**src/rtl/fx_bus_master.sv**
```systemverilog
// Byte-stream bus master: parses host frames (CMD, A2, A1, A0, LEN, data)
// into single-cycle write/read strobes on the fx register bus.
module fx_bus_master #(
  parameter int RD_LAT = 1
) (
  input  logic        clk_sys,
  input  logic        rst_n,
  input  logic [7:0]  rx_data,
  input  logic        rx_vld,
  output logic        rx_rdy,
  output logic [7:0]  tx_data,
  output logic        tx_vld,
  input  logic        tx_rdy,
  output logic [21:0] fx_waddr,
  output logic        fx_wr,
  output logic [7:0]  fx_data,
  output logic        fx_rd,
  output logic [21:0] fx_raddr,
  input  logic [7:0]  fx_q,
  output logic        busy,
  output logic        err_cmd
);

  // Handshakes: a byte moves on rx (or tx) in a cycle where valid & ready are
  // both high at the rising edge; the sender holds data stable until then.
  typedef enum logic [3:0] {
    IDLE, ADR2, ADR1, ADR0, LENG, WDAT, RISS, RWAIT, RSEND
  } state_t;

  localparam logic [2:0] LAT = 3'(RD_LAT);

  state_t      state, state_nxt;
  logic [21:0] addr;
  logic [21:0] addr_inc;
  logic [8:0]  cnt;
  logic [2:0]  lat_cnt;
  logic        is_rd;
  logic        rx_acc;
  logic        tx_acc;
  logic        cmd_ok;

  assign rx_rdy   = rst_n & (state inside {IDLE, ADR2, ADR1, ADR0, LENG, WDAT});
  assign tx_vld   = (state == RSEND);
  assign busy     = (state != IDLE);
  assign fx_rd    = (state == RISS);
  assign rx_acc   = rx_vld & rx_rdy;
  assign tx_acc   = tx_vld & tx_rdy;
  assign cmd_ok   = (rx_data == 8'h01) || (rx_data == 8'h02);
  // Only the register field wraps; the device id is fixed for the whole frame.
  assign addr_inc = {addr[21:16], addr[15:0] + 16'd1};

  always_ff @(posedge clk_sys or negedge rst_n) begin
    if (!rst_n) state <= IDLE;
    else        state <= state_nxt;
  end

  always_comb begin
    state_nxt = state;
    case (state)
      IDLE:  if (rx_acc && cmd_ok) state_nxt = ADR2;
      ADR2:  if (rx_acc) state_nxt = ADR1;
      ADR1:  if (rx_acc) state_nxt = ADR0;
      ADR0:  if (rx_acc) state_nxt = LENG;
      LENG:  if (rx_acc) state_nxt = is_rd ? RISS : WDAT;
      WDAT:  if (rx_acc && cnt == 9'd1) state_nxt = IDLE;
      RISS:  state_nxt = RWAIT;
      RWAIT: if (lat_cnt == LAT) state_nxt = RSEND;
      RSEND: if (tx_acc) state_nxt = (cnt == 9'd1) ? IDLE : RISS;
      default: state_nxt = IDLE;
    endcase
  end

  always_ff @(posedge clk_sys or negedge rst_n) begin
    if (!rst_n) begin
      addr     <= '0;
      cnt      <= '0;
      lat_cnt  <= '0;
      is_rd    <= 1'b0;
      err_cmd  <= 1'b0;
      fx_wr    <= 1'b0;
      fx_data  <= '0;
      fx_waddr <= '0;
      fx_raddr <= '0;
      tx_data  <= '0;
    end else begin
      fx_wr   <= 1'b0;
      fx_data <= '0;
      err_cmd <= 1'b0;
      case (state)
        IDLE: if (rx_acc) begin
          if (cmd_ok) is_rd   <= (rx_data == 8'h02);
          else        err_cmd <= 1'b1;
        end
        ADR2: if (rx_acc) addr[21:16] <= rx_data[5:0];
        ADR1: if (rx_acc) addr[15:8]  <= rx_data;
        ADR0: if (rx_acc) addr[7:0]   <= rx_data;
        LENG: if (rx_acc) begin
          cnt <= (rx_data == 8'h00) ? 9'd256 : {1'b0, rx_data};
          if (is_rd) fx_raddr <= addr;
        end
        WDAT: if (rx_acc) begin
          fx_wr    <= 1'b1;
          fx_data  <= rx_data;
          fx_waddr <= addr;
          addr     <= addr_inc;
          cnt      <= cnt - 9'd1;
        end
        RISS:  lat_cnt <= 3'd1;
        RWAIT: begin
          if (lat_cnt == LAT) tx_data <= fx_q;
          else                lat_cnt <= lat_cnt + 3'd1;
        end
        RSEND: if (tx_acc) begin
          addr <= addr_inc;
          cnt  <= cnt - 9'd1;
          // Read address is preloaded for the next strobe, held after the last.
          if (cnt != 9'd1) fx_raddr <= addr_inc;
        end
        default: ;
      endcase
    end
  end

endmodule
```
**config.mk**
```make
export PLATFORM = sky130hd
export DESIGN_NAME = fx_bus_master
export DESIGN_NICKNAME = d
export VERILOG_FILES = /design/src/rtl/fx_bus_master.sv
export SDC_FILE = /design/constraint.sdc
export NUM_CORES = 1
export LEC_CHECK = 0
export CAP_MARGIN = 20
export CORE_UTILIZATION = 25
export CTS_CLUSTER_SIZE = 10
export DETAILED_ROUTE_END_ITERATION = 16
export HOLD_SLACK_MARGIN = 0.02
export PLACE_DENSITY = 0.45
export SLEW_MARGIN = 20
export SYNTH_ARGS = -nofsm -noshare
export SYNTH_HDL_FRONTEND = slang
export SYNTH_SLANG_ARGS = --single-unit
```
**constraint.sdc**
```tcl
create_clock -name clk_sys -period 5.3 [get_ports clk_sys]
set_clock_uncertainty 0.05 [all_clocks]
set_input_delay 1.325 -clock clk_sys [delete_from_list [all_inputs] [get_ports clk_sys]]
set_output_delay 1.325 -clock clk_sys [all_outputs]
set_load 0.01 [all_outputs]
```
* Word level (Yosys, flattened, before mapping) *
Index checks and enable logic that the tools add are counted.

word-level totals
  input port bits = 20
  register bits = 101

operators by class
  mux-type cells = 37
  equality and inequality tests = 25
  add/subtract/negate cells = 3
  bitwise operators = 5
  reduce and logical (&&, ||, !) cells = 22

operator list
  kind                                                                      number
  22-bit 2-to-1 mux                                                         4
  8-bit one-hot mux with 3 select lines                                     2
  22-bit one-hot mux with 2 select lines                                    1
  9-bit 2-to-1 mux                                                          4
  4-bit one-hot mux with 9 select lines                                     1
  16-bit 2-to-1 mux                                                         2
  4-bit 2-to-1 mux                                                          8
  9-bit one-hot mux with 3 select lines                                     1
  8-bit 2-to-1 mux                                                          3
  6-bit one-hot mux with 3 select lines                                     1
  16-bit by 1-bit adder with 16-bit output (second input constant)          1
  4-bit by 3-bit equality test with 1-bit output (second input constant)    4
  2-bit inequality test (second input constant)                             8
  4-bit AND reduction                                                       4
  9-bit by 1-bit equality test with 1-bit output (second input constant)    1
  9-bit by 1-bit inequality test with 1-bit output (second input constant)  1
  3-bit nonzero test                                                        3
  9-bit by 1-bit subtractor with 9-bit output (second input constant)       1
  4-bit by 2-bit equality test with 1-bit output (second input constant)    2
  8-bit by 1-bit equality test with 1-bit output (second input constant)    1
  8-bit by 2-bit equality test with 1-bit output (second input constant)    1
  8-bit logical NOT                                                         1
  2-bit by 1-bit inequality test with 1-bit output (second input constant)  4
  8-bit AND reduction                                                       1
  20 further kinds                                                          32

* Depth between registers and ports, before layout *
  depth after elaboration = 7
  gate-level depth with buffers = 9

* Least setup slack after synthesis *
Ideal clock, no wire load.

  path type = input-to-reg
  from = input rx_data[0]
  to = register state[0]
  required time = 5125 ps
  stages = 6
  path buffers = 1
  arrival time = 2788 ps
  path slack = 2337 ps
  path through = clkbuf_1 -> xor2_1 -> nand2_1 -> o31ai_1 -> or4b_4 -> mux2_4

between the ends
  longest elaborated chain between the ends = 5

RTL lines
  what                                                                                                              RTL line  text
  start: declaration                                                                                                8         input logic [7:0] rx_data,
  8-bit by 1-bit equality test with 1-bit output or 8-bit by 2-bit equality test with 1-bit output (tied branches)  48        assign cmd_ok = (rx_data == 8'h01) || (rx_data == 8'h02);
  1-bit logical OR *                                                                                                48
  1-bit logical AND *                                                                                               60        IDLE: if (rx_acc && cmd_ok) state_nxt = ADR2;
  2-bit by 1-bit inequality test with 1-bit output (no source line) *                                               --
  8-bit AND reduction (no source line) *                                                                            --
  end signal: assignment                                                                                            54        else state <= state_nxt;
  end: declaration                                                                                                  32        state_t state, state_nxt;

Every way passes the cells marked *; elsewhere a longest branch is shown, timed or not.
A chain may end at the register's enable or synchronous reset.

* Worst setup path after layout *
  from = input rx_vld
  to = register addr[11]

between the ends
  longest elaborated chain between the ends = 3

RTL lines
  what                                    RTL line  text
  start: declaration                      9         input logic rx_vld,
  1-bit bitwise AND *                     46        assign rx_acc = rx_vld & rx_rdy;
  2-bit inequality test (no source line)  --
  4-bit AND reduction (no source line) *  --
  end signal: assignment                  95        ADR1: if (rx_acc) addr[15:8] <= rx_data;
  end signal: assignment                  105       addr <= addr_inc;
  end signal: assignment                  114       addr <= addr_inc;
  end: declaration                        33        logic [21:0] addr;

Marked as above.

==> impl_results.md <==
* Result of the run: finished, final reports clean
* WL final at ~14 mm
* Final setup fails at 0
* Highest fanout seen on the critical path at 25
* Worst hold-check path type: reg2reg
* Total GRT Usage at 14.5%
* CP startpoint kind: input pin
* CP Data Arrival Time at 4.07 ns
* CTS buffer count at 9
* Final net count at 611
* Die width at 143 um
* Reg2reg setup slack at between 2 and 2.5 ns
* Die height at about 140 um
* Final worst-path cycle share at 73.4%
* Core outline area at 19500 um2
* Mapped Area at 4950 um2
* Max-capacitance violation count at 0
* Pwr dens at approximately 550 nW/um2
* Antenna violations before repair at 0
* LEAKAGE at 2.65 nW
* Syn nets at around 540
* Crit path required time at 5.49 ns
* Post-Synth XOR/XNOR Area at under 10%
* HPWL Detailed at 9.63 mm
* Clk_lat worst skew at between 0.3 and 0.4 ns
* Fin. max-slew vios at 0
* Post-cts sizing count at 0
* F_max at 257 MHz
* Residual DRC at 0
* Detailed Routing Iterations Pass 1 at 4
* Hold Vio Cnt, Final at 0
* Yosys reg bits at 101
* Std-Cell Rows at 51
* Die area at 20400 um2
* I/O pin cnt at 86
* Post-synthesis compound-gate area fraction at 14.5%
* Adder-cell area share of the yosys netlist at 1.26%
* CTS tree: built
* Hold_buf cts at 0
* Synth warnings at 0
* Number of routed nets with antenna violations at 0
* Main synth FF type: dfrtp_1
* Post-synth cell types at 60
* CTS Sinks at 101
* Total power at 0.00348 W
* Clock transition at path regs at 0.07 ns
* Crit. End Element: flip-flop
* Gp weighted congestion at 0.768
* Proportion of synthesized area in mux cells at 5.89%
* Initial DRC count at between 200 and 250
* Worst R2R End: addr[11]
* Measured slew at the worst slew-check pin at 0.935 ns
* Seq/Total Area, Yosys at 51.1%
* TNS Setup at 0 ns
* Post-Synthesis Cells at roughly 500
* Final min period at 3.89 ns
* Area Overhead vs Synth at 27.8%
* Syn Area/Cell at 9.65 um2
* Depth of the worst hold-timing path at 2
* Vias per std cell at 4.67
* Largest family of logic cells by synthesized area: simple AND/OR/NAND/NOR gates
* Launch point of the worst reg-to-reg path: state[3]
* Fin area at around 6300 um2
* Hold Crit Start: fx_waddr[19]
* Clock root buffer: clkbuf_16
* Number of global-route vias before repair at a little over 4k
* Placed Instance Area at 6040 um2
* Global-route wire length before repair at ~23 mm
* FFs w/ async S/R, synth at 100%
* Slew HR at 37.7%
* Layout cell share with drive strength beyond 1 at 11.0%
* Worst reg-to-reg path cell count at 6
* Critical path class: in2reg
* RSZ-0062 raised after global routing: false
* Total number of vias at 3996
* Number of post-CTS setup repair buffers at 0
* Input/output buffers at 85
* Max IR drop VDD at 0.210 mV
* Starting Density at 25.4%
* Post-Synth Simple-Gate Area at 20.3%
* Worst-case clock buffer depth at 2
* Global route total overflow at 0
* Largest net degree at the start of global routing at slightly above 70
* # diodes at 0
* Fillers at 2003
* Hold endpoint: fx_waddr[19]
* Htree depth at 3
* EDFF count, synth at 0
* Wire per inst at 16.0 um
-- power by group --
part / switching (W) / internal (W)
clock network: 0.000306 / 0.000335
registers: 0.000334 / 0.00109
logic: 0.000649 / 0.000765
-- Yosys cell counts, types with 6 or more instances --
cell type  count  area, um2
a21oi_1       32        160
a22o_1         6       52.6
and2_1        10       62.6
and3_1         6       37.5
clkbuf_1      22       82.6
dfrtp_1      101       2530
inv_1         12       45.0
mux2_2        21        236
nand2_1       98        368
nand3_1       22        110
nor2_1        31        116
nor3_1         7       35.0
o21ai_0       28        140
or3_1          6       37.5
xor2_1        11       96.3
-- stage by stage --
step	hold WS [ns]	setup WS (ns)	utilization [%]	instances
finish	0.433	1.41	32.5	855
detailed placement	0.415	0.974	31.1	840
global route	0.460	1.06	32.5	855
global placement	0.427	1.06	31.1	840
CTS	0.433	1.35	32.5	855
floorplan	0.400	2.34	-	513
-- cell type report --
cell class	instances	area [um2]	share of cell area (%)
inverters	12	45.0	0.712
clock inverters	5	43.8	0.692
multi-input cells	369	2230	35.3
well taps	265	332	5.24
flip-flops and latches	101	2530	40.0
repair buffers	93	908	14.4
clock buffers	10	239	3.78
-- cells by family after synthesis --
group / after synthesis
AND/OR/NAND/NOR: 211
AO/OA/AOI/OAI: 112
flip-flops: 101
buffers and inverters: 43
multiplexers: 25
XOR/XNOR: 16
adder cells (fa/ha/maj): 5
-- worst max-delay path, stage by stage --
cell	delay, ns
clkdlybuf4s50_1	0.49
nand2_1	0.16
or3_1	0.73
inv_1	0.27
a21oi_1	0.71
a21oi_1	0.06
o2bb2a_1	0.33
-- placed cells by master, fill, tap and decap left out, types with 6 or more instances in the layout --
| cell type | netlist | routed |
|---|---|---|
| dfrtp_1 | 101 | 101 |
| nand2_1 | 98 | 98 |
| clkdlybuf4s50_1 | 0 | 84 |
| a21oi_1 | 32 | 31 |
| nor2_1 | 31 | 31 |
| o21ai_0 | 28 | 28 |
| nand3_1 | 22 | 22 |
| mux2_2 | 21 | 21 |
| inv_1 | 12 | 12 |
| xor2_1 | 11 | 11 |
| and2_1 | 10 | 10 |
| clkbuf_16 | 0 | 9 |
| buf_4 | 1 | 9 |
| nor3_1 | 7 | 7 |
| or3_1 | 6 | 6 |
| and3_1 | 6 | 6 |
| a22o_1 | 6 | 6 |
-- flip-flops by register name, summed over array words and instances, names as in the netlist --
| signal | cells |
|---|---|
| is_rd | 1 |
| err_cmd | 1 |
| fx_wr | 1 |
| tx_data | 8 |
| cnt | 9 |
| fx_raddr | 22 |
| fx_waddr | 22 |
| lat_cnt | 3 |
| addr | 22 |
| fx_data | 8 |
| state | 4 |
-- worst max path at each step --
stage,start,endpoint,slack [ns],depth (start not counted)
2_1_floorplan,rx_data[0],state[0],2.34,6
3_3_place_gp,rx_vld,addr[13],1.06,7
3_5_place_dp,rx_vld,addr[9],0.97,7
4_1_cts,rx_vld,addr[9],1.35,7
5_1_grt,rx_vld,addr[11],1.06,7
6_report,rx_vld,addr[11],1.41,7
-- routing by layer --
metal | up-vias | track usage [%] | part of all wire, %
met5 | - | 0 | 0
met4 | 0 | 4.02 | 1.2
met3 | 11 | 2.62 | 3.6
met2 | 86 | 24.4 | 50
met1 | 1965 | 18.9 | 45
li1 | 1934 | - | -
(Power assumes the default switching activity.)
